<file path="src/rtl/dds_multi_channel.sv">
// Multi-channel DDS: one swept or constant phase accumulator drives NCH waveform generators (saw/square/tri/DC).
// Latency 2 clocks from accumulator to Data; free-running and never stalls, so there is no backpressure.
module dds_multi_channel #(
    parameter int ACC_W   = 32,
    parameter int PHASE_W = 12,
    parameter int DATA_W  = 14,
    parameter int NCH     = 2
) (
    input  logic                    Clk,
    input  logic                    Reset_n,
    input  logic                    Cfg_Load,
    input  logic                    Phase_Clr,
    input  logic [ACC_W-1:0]        Fword,
    input  logic [ACC_W-1:0]        Fstep,
    input  logic [ACC_W-1:0]        Fstop,
    input  logic                    Sweep_En,
    input  logic [NCH*PHASE_W-1:0]  Pword,
    input  logic [NCH*2-1:0]        Mode_Sel,
    input  logic [PHASE_W-1:0]      Duty,
    output logic [NCH*DATA_W-1:0]   Data,
    output logic                    Data_Valid,
    output logic                    Sweep_Active,
    output logic                    Sweep_Done,
    output logic                    Wrap
);

    localparam int S = DATA_W - PHASE_W;

    typedef enum logic [1:0] {
        ST_IDLE  = 2'd0,
        ST_RUN   = 2'd1,
        ST_SWEEP = 2'd2
    } state_t;

    state_t                 state;
    state_t                 state_nxt;
    logic [ACC_W-1:0]       acc;
    logic [ACC_W-1:0]       fcur;
    logic [ACC_W-1:0]       fcur_nxt;
    logic [ACC_W-1:0]       fstep_q;
    logic [ACC_W-1:0]       fstop_q;
    logic [NCH*PHASE_W-1:0] pword_q;
    logic [NCH*2-1:0]       mode_q;
    logic [PHASE_W-1:0]     duty_q;
    logic [ACC_W:0]         acc_sum;
    logic [ACC_W:0]         sweep_sum;
    logic                   sweep_hit;
    logic                   load_sweep;
    logic                   done_nxt;
    logic                   sweep_active_c;
    logic                   done_q;
    logic                   wrap_q;

    logic [PHASE_W-1:0]     ph1 [NCH];
    logic [NCH*2-1:0]       mode1;
    logic [PHASE_W-1:0]     duty1;
    logic                   vld1;
    logic [NCH*DATA_W-1:0]  data_q;
    logic                   vld2;

    assign acc_sum    = {1'b0, acc} + {1'b0, fcur};
    assign sweep_sum  = {1'b0, fcur} + {1'b0, fstep_q};
    // Carry-out of the sweep add counts as reaching Fstop, so a huge step cannot wrap past it.
    assign sweep_hit  = sweep_sum[ACC_W] || (sweep_sum[ACC_W-1:0] >= fstop_q);
    assign load_sweep = Sweep_En && (Fstep != '0) && (Fword < Fstop);

    // FSM: state register
    always_ff @(posedge Clk or negedge Reset_n) begin
        if (!Reset_n) begin
            state  <= ST_IDLE;
            fcur   <= '0;
            done_q <= 1'b0;
        end else begin
            state  <= state_nxt;
            fcur   <= fcur_nxt;
            done_q <= done_nxt;
        end
    end

    // FSM: next state; a load always wins and restarts any sweep in progress
    always_comb begin
        state_nxt = state;
        fcur_nxt  = fcur;
        done_nxt  = 1'b0;
        if (Cfg_Load) begin
            state_nxt = load_sweep ? ST_SWEEP : ST_RUN;
            fcur_nxt  = Fword;
        end else if (state == ST_SWEEP) begin
            if (sweep_hit) begin
                state_nxt = ST_RUN;
                fcur_nxt  = fstop_q;
                done_nxt  = 1'b1;
            end else begin
                fcur_nxt  = sweep_sum[ACC_W-1:0];
            end
        end
    end

    // FSM: outputs
    always_comb begin
        sweep_active_c = 1'b0;
        if (state == ST_SWEEP) begin
            sweep_active_c = 1'b1;
        end
    end

    always_ff @(posedge Clk or negedge Reset_n) begin
        if (!Reset_n) begin
            fstep_q <= '0;
            fstop_q <= '0;
            pword_q <= '0;
            mode_q  <= '0;
            duty_q  <= '0;
        end else if (Cfg_Load) begin
            fstep_q <= Fstep;
            fstop_q <= Fstop;
            pword_q <= Pword;
            mode_q  <= Mode_Sel;
            duty_q  <= Duty;
        end
    end

    // Accumulator keeps running across loads for phase continuity; only Phase_Clr or IDLE zero it.
    always_ff @(posedge Clk or negedge Reset_n) begin
        if (!Reset_n) begin
            acc    <= '0;
            wrap_q <= 1'b0;
        end else if (state == ST_IDLE || Phase_Clr) begin
            acc    <= '0;
            wrap_q <= 1'b0;
        end else begin
            acc    <= acc_sum[ACC_W-1:0];
            wrap_q <= acc_sum[ACC_W];
        end
    end

    function automatic logic [DATA_W-1:0] wave(
        input logic [1:0]         m,
        input logic [PHASE_W-1:0] ph,
        input logic [PHASE_W-1:0] thr
    );
        logic [PHASE_W-2:0] t;
        logic [DATA_W-1:0]  w;
        t = ph[PHASE_W-1] ? ~ph[PHASE_W-2:0] : ph[PHASE_W-2:0];
        w = '0;
        case (m)
            2'd0:    w = DATA_W'(ph) << S;
            2'd1:    w = (ph < thr) ? '1 : '0;
            2'd2:    w = DATA_W'(t) << (S + 1);
            default: w = {1'b1, {(DATA_W-1){1'b0}}};
        endcase
        return w;
    endfunction

    // Mode and duty travel with the phase so a config change lines up with the sample it belongs to.
    always_ff @(posedge Clk or negedge Reset_n) begin
        if (!Reset_n) begin
            for (int k = 0; k < NCH; k++) begin
                ph1[k] <= '0;
            end
            mode1  <= '0;
            duty1  <= '0;
            vld1   <= 1'b0;
            data_q <= '0;
            vld2   <= 1'b0;
        end else begin
            for (int k = 0; k < NCH; k++) begin
                ph1[k] <= acc[ACC_W-1 -: PHASE_W] + pword_q[k*PHASE_W +: PHASE_W];
                data_q[k*DATA_W +: DATA_W] <= wave(mode1[k*2 +: 2], ph1[k], duty1);
            end
            mode1  <= mode_q;
            duty1  <= duty_q;
            vld1   <= (state != ST_IDLE);
            vld2   <= vld1;
        end
    end

    assign Data         = data_q;
    assign Data_Valid   = vld2;
    assign Sweep_Active = sweep_active_c;
    assign Sweep_Done   = done_q;
    assign Wrap         = wrap_q;

endmodule

</file>
<file path="config.mk">
export PLATFORM = sky130hd
export DESIGN_NAME = dds_multi_channel
export DESIGN_NICKNAME = d
export VERILOG_FILES = /design/src/rtl/dds_multi_channel.sv
export SDC_FILE = /design/constraint.sdc
export NUM_CORES = 1
export LEC_CHECK = 0
export CAP_MARGIN = 20
export CORE_ASPECT_RATIO = 1.1
export CORE_MARGIN = 5
export CORE_UTILIZATION = 65
export DETAILED_ROUTE_END_ITERATION = 16
export DONT_BUFFER_PORTS = 1
export GPL_ROUTABILITY_DRIVEN = 0
export PLACE_DENSITY = 0.81
export RECOVER_POWER = 100
export SLEW_MARGIN = 10
export SYNTH_ARGS = -nofsm -noshare
export SYNTH_HDL_FRONTEND = slang
export SYNTH_SLANG_ARGS = --single-unit
</file>
<file path="constraint.sdc">
create_clock -name Clk -period 4.87 [get_ports Clk]
set_input_delay 0.7305 -clock Clk [delete_from_list [all_inputs] [get_ports Clk]]
set_output_delay 0.7305 -clock Clk [all_outputs]
set_load 0.1 [all_outputs]
</file>
==> impl_metrics.yaml, run 1 <==
synthesis:
  synth_cell_type_count: 75
  synthesis.area_um2: 15300
  syn_inst: 1564
  ys_warn_count: 0
  synth_top_cell_by_area: "dfrtp_1"
  avgSynthCellArea_um2: 9.77
  ys_ff_latch: 240
  synth_nets: 1880
  synth_flop_cell: "dfrtp_1"
  yosysTopAreaCellShare: 0.393
  seq_area_frac_synth: 0.393
  postSynth.asyncResetShare: 1.00
  yosysMostFrequentCell: "dfrtp_1"
  netlist_top_cells_area: "dfrtp_1 39%, ha_1 14%, mux2_2 5.2%"
  synth_edf_count: 0
  ys_top_cells_by_count: "240 x dfrtp_1, 171 x ha_1, 169 x nand2_1, 114 x o21ai_0, 103 x inv_1"
clock_tree:
  cts_buffers: 26
  cts_sinks: 240
  cts_tree: "done"
  htreeDepth: 1
  clockBufferDepth: 3
  root_buffer: "clkbuf_16"
  path_clk_slew_ps: 60
  clk_latency_ps: 540
route:
  drc_errors: 0
  routedWlPerCell_um: 19.8
  dr_total_vias: 11500
  routed_wl_um: 36800
  via_per_inst: 6.21
  drt_first_pass_iters: 5
  first_iter_violations: 712
  drtAntennaViolNets: 0
layout:
  nNetsFinal: 1860
  area_growth_pct: 6.26
  insertedDiodeCount: 0
  final_util: 0.706
  layout-drive-gt1-share: 0.0911
sta:
  holdWs_ps: -102
  max_freq_mhz: 216
  period_share: 0.951
  tns_ps: 0
  finalSetupViolations: 0
  slew_viol_final: 36
  fin_skew_ps: 11.6
  rsz0062_at_grt: "no"
  final_hold_viol_count: 135
  fin_crit_ps: 4630
  relSlewSlack: -0.139
  tightestPinTransition_ps: 1710
die:
  start_util: 0.664
  num_rows: 58
  die_width_um: 156
  die_h_um: 171
  dieArea_um2: 26700
  coreArea_um2: 23000
  ios: 173
pwr:
  p_leak_nw: 7.92
  vdd_drop_max_v: 0.000244
  power_mw: 9.15
  powerDensity_nw_per_um2: 564
global_routing:
  grt.overflow.total: 0
  grt_max_degree: 241
  grt_first_pass_wirelength_um: 59100
  grt_pass1_vias: 11900
  grt_antenna_before_repair: 0
  grt_usage: 0.272
min_path:
  min_path_type: "input pin to async pin"
setup_path:
  crit_chain: "ha_1, fa_1, a211oi_2, o211ai_2, a31oi_4, o21ai_0, a311oi_1, xnor2_1, ha_1, nand2_1, o21ai_0, nor2_1, a21oi_1, a31oi_1, o31ai_2, buf_4, mux2i_1, o21ai_0"
  worst-path-buf-inv: 1
  crit_fanout: 11
  worst_ep_required_time_ps: 5260
  path_common_cell: "o21ai_0"
  crit_family: "compound AO/OA/AOI/OAI gates"
  arrival_ps: 5020
  crit_path_start_kind: "flop"
  critPathSlowestCell: "fa_1"
  critPathMaxStageDelay_ps: 440
  critPathCaptureType: "flop"
  path_class: "flop to flop"
place:
  io_buffers: 0
  dp_hpwl_um: 27500
run_status:
  status: "complete, but fails checks"
  violations: "negative hold slack, max-capacitance violations, max-slew violations"
flow_run:
  max-cap-violations: 3
[layout make-up]
type,count,area [µm²]
Clock inverter,2,10.0
Tap cell,300,375
Timing Repair Buffer,8,77.6
Clock buffer,40,774
Sequential cell,240,6010
Multi-Input combinational cell,1165,8600
Inverter,103,387
Fill cell,1716,6770
[stage by stage]
| step | area (µm²) | worst slack [ps] | std cells |
|---|---|---|---|
| final | 16200 | 239 | 1858 |
| after global routing | 16200 | 20.6 | 1858 |
| after CTS | 16200 | 15.5 | 1856 |
| after detailed placement | 15500 | 54.8 | 1814 |
| after global placement | 15500 | 228 | 1814 |
| after floorplan | 15300 | 770 | 1564 |
[logic make-up (layout without fill, tap and decap cells)]
logic type      after synthesis  in the layout  share of synthesized area
compound gates              423            423                      0.182
fa+ha+maj                   175            175                      0.145
xor+xnor                     85             85                     0.0492
buf+inv                     159            153                     0.0427
flops                       240            240                      0.393
mux                         106            106                     0.0753
simple gates                376            376                      0.112
[registers in the layout (all words and copies together), names as in the netlist]
signal,flops
state,2
fcur,32
vld1,1
mode1,4
Data_Valid,1
Sweep_Done,1
pword_q,24
duty1,12
acc,32
fstep_q,32
mode_q,4
duty_q,12
ph1,24
Data,26
Wrap,1
fstop_q,32
[layer usage]
layer | part of all wire | global-route usage
met5 | 0 | 0
met4 | 0.045 | 0.118
met3 | 0.052 | 0.0367
met2 | 0.51 | 0.490
met1 | 0.39 | 0.326
[layout by cell type (no fill, tap or decap), drive strengths merged, types with 15 or more instances in the layout]
master / count
a211oi: 17
ha: 171
a21o: 66
dfrtp: 240
nand4: 15
o21ai: 132
nand2b: 20
nor2b: 18
xnor2: 63
clkbuf: 42
mux2i: 35
nand3: 16
nand2: 170
mux2: 71
xor2: 22
nor2: 77
o221ai: 23
a21oi: 99
inv: 103
nor3: 15
[timing repair]
action | in CTS | in global routing
hold endpoints to repair | 240 | 240
buffers inserted | 0 | 1
endpoints found under the setup margin | 0 | 33
gates resized for setup | 0 | 5
[path summary, 6_finish.rpt]
kind / startpoint / end / slack [ps] / cells after the start
hold / removal: Reset_n / Data[24] / -100 / 0
setup / recovery: fcur[0] / fcur[26] / 240 / 18
setup reg to reg: fcur[0] / fcur[26] / 240 / 18
min in group Clk: Fstop[19] / fstop_q[19] / 310 / 2
hold reg to reg: vld1 / Data_Valid / 360 / 0
max in group asynchronous: Reset_n / pword_q[11] / 4430 / 0
[power breakdown]
part / internal [mW] / switching [mW]
clock network: 1.08 / 0.770
logic: 1.66 / 1.92
registers: 2.44 / 1.29
Power figures use the tool's default switching activity.
==> inputs of run 2 (changes only) <==
CAP_MARGIN = 10   (was 20)
==> run 2 against run 1 <==
Net effect:
- wire length barely moved
- non-clock buffer count fell by 1
- the flow still finishes with violations (negative hold slack, max-capacitance violations, max-slew violations)
- via count rose by 0.10%
- utilization barely moved
- clock power barely moved
- critical path type unchanged
- total power barely moved
- clock skew rose by 3.0 ps
- clock-buffer cell count did not move
- highest routed layer unchanged
==> impl_metrics.yaml, run 2 (synthesized netlist as in run 1, its figures left out) <==
run_status:
  status: "complete, but fails checks"
  violations: "negative hold slack, max-capacitance violations, max-slew violations"
clock_tree:
  cts_sinks: 240
  cts_tree: "done"
  clk_latency_ps: 540
  clockBufferDepth: 3
  htreeDepth: 1
  path_clk_slew_ps: 60
  root_buffer: "clkbuf_16"
  cts_buffers: 26
sta:
  setup_ws_ps: 268
  period_share: 0.945
  slew_viol_final: 36
  fin_skew_ps: 14.6
  finalSetupViolations: 0
  tightestPinTransition_ps: 1710
  final_hold_viol_count: 111
  tns_ps: 0
  holdWs_ps: -99.2
  max_freq_mhz: 217
  fin_crit_ps: 4600
  relSlewSlack: -0.139
  rsz0062_at_grt: "no"
die:
  die_width_um: 156
  ios: 173
  num_rows: 58
  coreArea_um2: 23000
  start_util: 0.664
  dieArea_um2: 26700
  die_h_um: 171
setup_path:
  critPathCaptureType: "flop"
  critPathSlowestCell: "ha_1"
  timing.critical_path.to: "fcur[12]"
  reg2reg_depth: 19
  crit_chain: "ha_1, a21oi_1, o21ai_0, a22oi_2, a211oi_2, o41ai_2, o21ai_1, xor2_1, ha_1, a21o_1, a21o_1, a21oi_1, o211a_1, o31ai_1, a31oi_1, o31ai_2, buf_12, mux2i_1, o221ai_1"
  setup.worst_path.start: "fcur[10]"
  path_class: "flop to flop"
  reg2reg_from: "fcur[10]"
  critPathMaxStageDelay_ps: 420
  crit_path_start_kind: "flop"
  arrival_ps: 4980
  r2r-end: "fcur[12]"
  crit_fanout: 18
  rrSetupSlack_ps: 270
  worst_ep_required_time_ps: 5250
place:
  dp_hpwl_um: 27500
  io_buffers: 0
  post-place-ws_ps: 54.8
route:
  routed_wl_um: 36800
  drtAntennaViolNets: 0
  drc_errors: 0
  via_per_inst: 6.21
  first_iter_violations: 648
  dr_total_vias: 11500
  drt_first_pass_iters: 5
  routedWlPerCell_um: 19.8
global_routing:
  grt_usage: 0.272
  grt_max_degree: 241
  grt.overflow.total: 0
  grt_first_pass_wirelength_um: 59100
  grt_pass1_vias: 11900
  grt_antenna_before_repair: 0
pwr:
  powerDensity_nw_per_um2: 564
  power_mw: 9.16
  p_leak_nw: 7.91
  vdd_drop_max_v: 0.000245
flow_run:
  max-cap-violations: 3
min_path:
  min_path_type: "input pin to async pin"
layout:
  insertedDiodeCount: 0
  area_growth_pct: 6.23
  layout_common_cells: "240 x dfrtp_1, 171 x ha_1, 169 x nand2_1, 121 x o21ai_0, 103 x inv_1"
  final_common_cell: "dfrtp_1"
  fillers: 1715
  final_util: 0.706
  nNetsFinal: 1859
  layout-drive-gt1-share: 0.0912
-- run 2: timing repair --
action / CTS / global route
setup buffers: 0 / 1
setup endpoints to repair: 0 / 33
gates resized for setup: 0 / 5
endpoints found under the hold margin: 240 / 240
-- run 2: power by group --
part	internal, mW	total, mW	switching [mW]	leakage [nW]
clock	1.08	1.84	0.767	0.386
sequential	2.44	3.73	1.29	2.89
combinational	1.66	3.58	1.92	4.63
-- run 2: worst min path at each step --
stage,slack [ps],start,depth (start not counted),end
final,-100,Reset_n,0,Data[24]
after global routing,-110,Reset_n,0,Data[24]
after CTS,-120,Reset_n,0,Data[5]
after detailed placement,350,vld1,0,Data_Valid
after global placement,340,vld1,0,Data_Valid
after floorplan,330,vld1,0,Data_Valid
-- run 2: worst max-delay path, delay by kind of cell, from the launching register on --
family                     cells  cell delay, ps
DFF                            1             410
adders and majority gates      2             730
xor gates and xnor gates       1             250
AOI/OAI and AO/OA             14            2670
buffers and inverters          1             220
muxes                          1             170
-- run 2: cell type report --
cell class,instances,area (µm²),share of cell area
multi-input combinational,1165,8600,0.530
sequential,240,6010,0.370
clock buffer,40,774,0.0477
inverter,103,387,0.0238
tap,300,375,0.0231
timing repair buffer,7,73.8,0.00455
clock inverter,2,10.0,0.000617
-- run 2: metrics by stage --
| step | cell area (µm²) | instances |
|---|---|---|
| 6_report | 16200 | 1857 |
| 5_1_grt | 16200 | 1857 |
| 4_1_cts | 16200 | 1856 |
| 3_5_place_dp | 15500 | 1814 |
| 3_3_place_gp | 15500 | 1814 |
| 2_1_floorplan | 15300 | 1564 |
-- run 2: routing by layer --
layer / wire length (µm) / vias to the layer above / GRT usage
met2: 18700 / 340 / 0.490
met4: 1710 / 0 / 0.118
met1: 14600 / 5577 / 0.326
met3: 1800 / 100 / 0.0367
met5: 0 / - / 0
li1: - / 5524 / -
==> inputs of run 3 (changes only) <==
SETUP_SLACK_MARGIN = 0.5   (was default)
SKIP_LAST_GASP = 1   (was default)
==> run 3 against run 2 <==
Net effect:
- the run still ends with negative hold slack, max-capacitance violations, max-slew violations left
- first-iteration DRC count is 25% higher
- sequential share of layout area fell by 0.91 points
- register-to-register slack improved by 140 ps
- combinational power up 7.0%
- flip-flop and latch count is the same
- worst setup slack improved by 140 ps
- total power is 2.8% higher
==> impl_metrics.yaml, run 3 (synthesized netlist as in run 1, its figures left out) <==
global_routing:
  grt_pass1_vias: 12000
  grt.overflow.total: 0
  grt_first_pass_wirelength_um: 60400
  grt_max_degree: 241
  grt_antenna_before_repair: 0
  grt_usage: 0.279
flow_run:
  max-cap-violations: 3
die:
  num_rows: 58
  start_util: 0.664
  coreArea_um2: 23000
  dieArea_um2: 26700
  ios: 173
  die_h_um: 171
  die_width_um: 156
route:
  drc_errors: 0
  drtAntennaViolNets: 0
  dr_total_vias: 11800
  via_per_inst: 6.27
  drt_first_pass_iters: 5
  routed_wl_um: 38000
  first_iter_violations: 808
  routedWlPerCell_um: 20.2
clock_tree:
  cts_sinks: 240
  path_clk_slew_ps: 60
  htreeDepth: 1
  clockBufferDepth: 3
  cts_buffers: 26
  cts_tree: "done"
  root_buffer: "clkbuf_16"
  clk_latency_ps: 540
sta:
  final_hold_viol_count: 103
  fin_crit_ps: 4460
  slew_viol_final: 36
  finalSetupViolations: 0
  max_freq_mhz: 224
  relSlewSlack: -0.139
  tightestPinTransition_ps: 1710
  tns_ps: 0
  fin_skew_ps: 15.8
  holdWs_ps: -96.9
  rsz0062_at_grt: "yes"
  period_share: 0.917
min_path:
  min_path_type: "input pin to async pin"
layout:
  nNetsFinal: 1883
  fillers: 1642
  multi_input_area_um2: 8820
  area_growth_pct: 8.91
  insertedDiodeCount: 0
  fin_cells: 1881
  final_common_cell: "dfrtp_1"
  layout_common_cells: "240 x dfrtp_1, 168 x nand2_1, 158 x ha_1, 113 x o21ai_0, 103 x inv_1"
  layout-drive-gt1-share: 0.118
  regArea_um2: 6010
run_status:
  violations: "negative hold slack, max-capacitance violations, max-slew violations"
  status: "complete, but fails checks"
setup_path:
  crit_chain: "clkbuf_1, fa_1, a211oi_4, o211ai_2, a31oi_4, o21ai_0, a311oi_1, xnor2_1, ha_1, nand2_1, o21ai_0, nor2_1, a21oi_2, a31oi_2, o31ai_2, clkbuf_16, mux2i_1, o221ai_1"
  worst_ep_required_time_ps: 5250
  arrival_ps: 4850
  critPathMaxStageDelay_ps: 530
  critPathSlowestCell: "fa_1"
  crit_path_start_kind: "flop"
  critPathCaptureType: "flop"
  crit_fanout: 9
  path_class: "flop to flop"
  path_common_cell: "o21ai_0"
place:
  io_buffers: 0
  dp_hpwl_um: 27500
  dp_cells: 1814
pwr:
  p_leak_nw: 8.04
  vdd_drop_max_v: 0.000275
  powerDensity_nw_per_um2: 565
==> run 3: cell count changes in the layout (fill, tap and decap cells not counted), moves of 2 or more <==
cell | previous run | this run
buf_4 | 4 | 25
ha_1 | 171 | 158
ha_4 | 0 | 9
o21ai_0 | 121 | 113
o21ai_1 | 11 | 18
ha_2 | 0 | 4
a211oi_2 | 4 | 1
a211oi_4 | 0 | 3
a21oi_1 | 98 | 96
a21oi_2 | 1 | 3
buf_6 | 0 | 2
mux2i_1 | 35 | 33
mux2i_2 | 0 | 2
==> run 3: area by class of cell <==
| type | instances | area share |
|---|---|---|
| clock buffers | 40 | 0.0465 |
| inverters | 103 | 0.0232 |
| well taps | 300 | 0.0226 |
| multi-input cells | 1165 | 0.530 |
| flip-flops and latches | 240 | 0.361 |
| repair buffers | 31 | 0.0158 |
| clock inverters | 2 | 0.000602 |
==> run 3: path summary, 6_finish.rpt <==
| kind | depth (start not counted) | end | slack [ps] | start |
|---|---|---|---|---|
| max in group asynchronous | 0 | fcur[2] | 4350 | Reset_n |
| worst max-delay path | 18 | fcur[6] | 410 | fcur[1] |
| worst min-delay path | 0 | Data[24] | -100 | Reset_n |
| worst max register to register | 18 | fcur[6] | 410 | fcur[1] |
| worst min register to register | 0 | Data_Valid | 370 | vld1 |
| min in group Clk | 2 | fstop_q[19] | 310 | Fstop[19] |
==> run 3: what timing repair did <==
| item | CTS | global route |
|---|---|---|
| hold endpoints to repair | 240 | 240 |
| gates cloned | 1 | 0 |
| setup buffers | 10 | 14 |
| pin swaps | 15 | 25 |
| gates resized for setup | 25 | 19 |
| endpoints found under the setup margin | 35 | 35 |
==> run 3: per-layer routing <==
metal,routed length [µm],track usage,share of wire
met1,14600,0.334,0.39
met5,0,0,0
met4,1870,0.124,0.049
met2,19300,0.499,0.51
met3,2160,0.0377,0.057
==> run 3: worst max-delay path: cells and delay by family (launching register included) <==
| kind | cells | cell delay, ps |
|---|---|---|
| mux | 1 | 190 |
| flops | 1 | 410 |
| buf+inv | 2 | 510 |
| simple gates | 2 | 140 |
| xor+xnor | 1 | 140 |
| fa+ha+maj | 2 | 840 |
| compound gates | 10 | 2080 |
==> run 3: where the power goes <==
part / total [mW] / internal (mW) / switching, mW
logic: 3.83 / 1.81 / 2.02
registers: 3.74 / 2.44 / 1.30
clock network: 1.84 / 1.08 / 0.766
total: 9.41 / 5.32 / 4.08
==> run 3: per-stage QoR <==
step	area (µm²)	power, mW	utilization	worst slack [ps]
global route	16600	9.99	0.723	177
CTS	16500	9.31	0.718	483
finish	16600	9.41	0.723	406
global placement	15500	7.09	0.672	228
floorplan	15300	6.55	-	770
detailed placement	15500	7.26	0.672	54.8
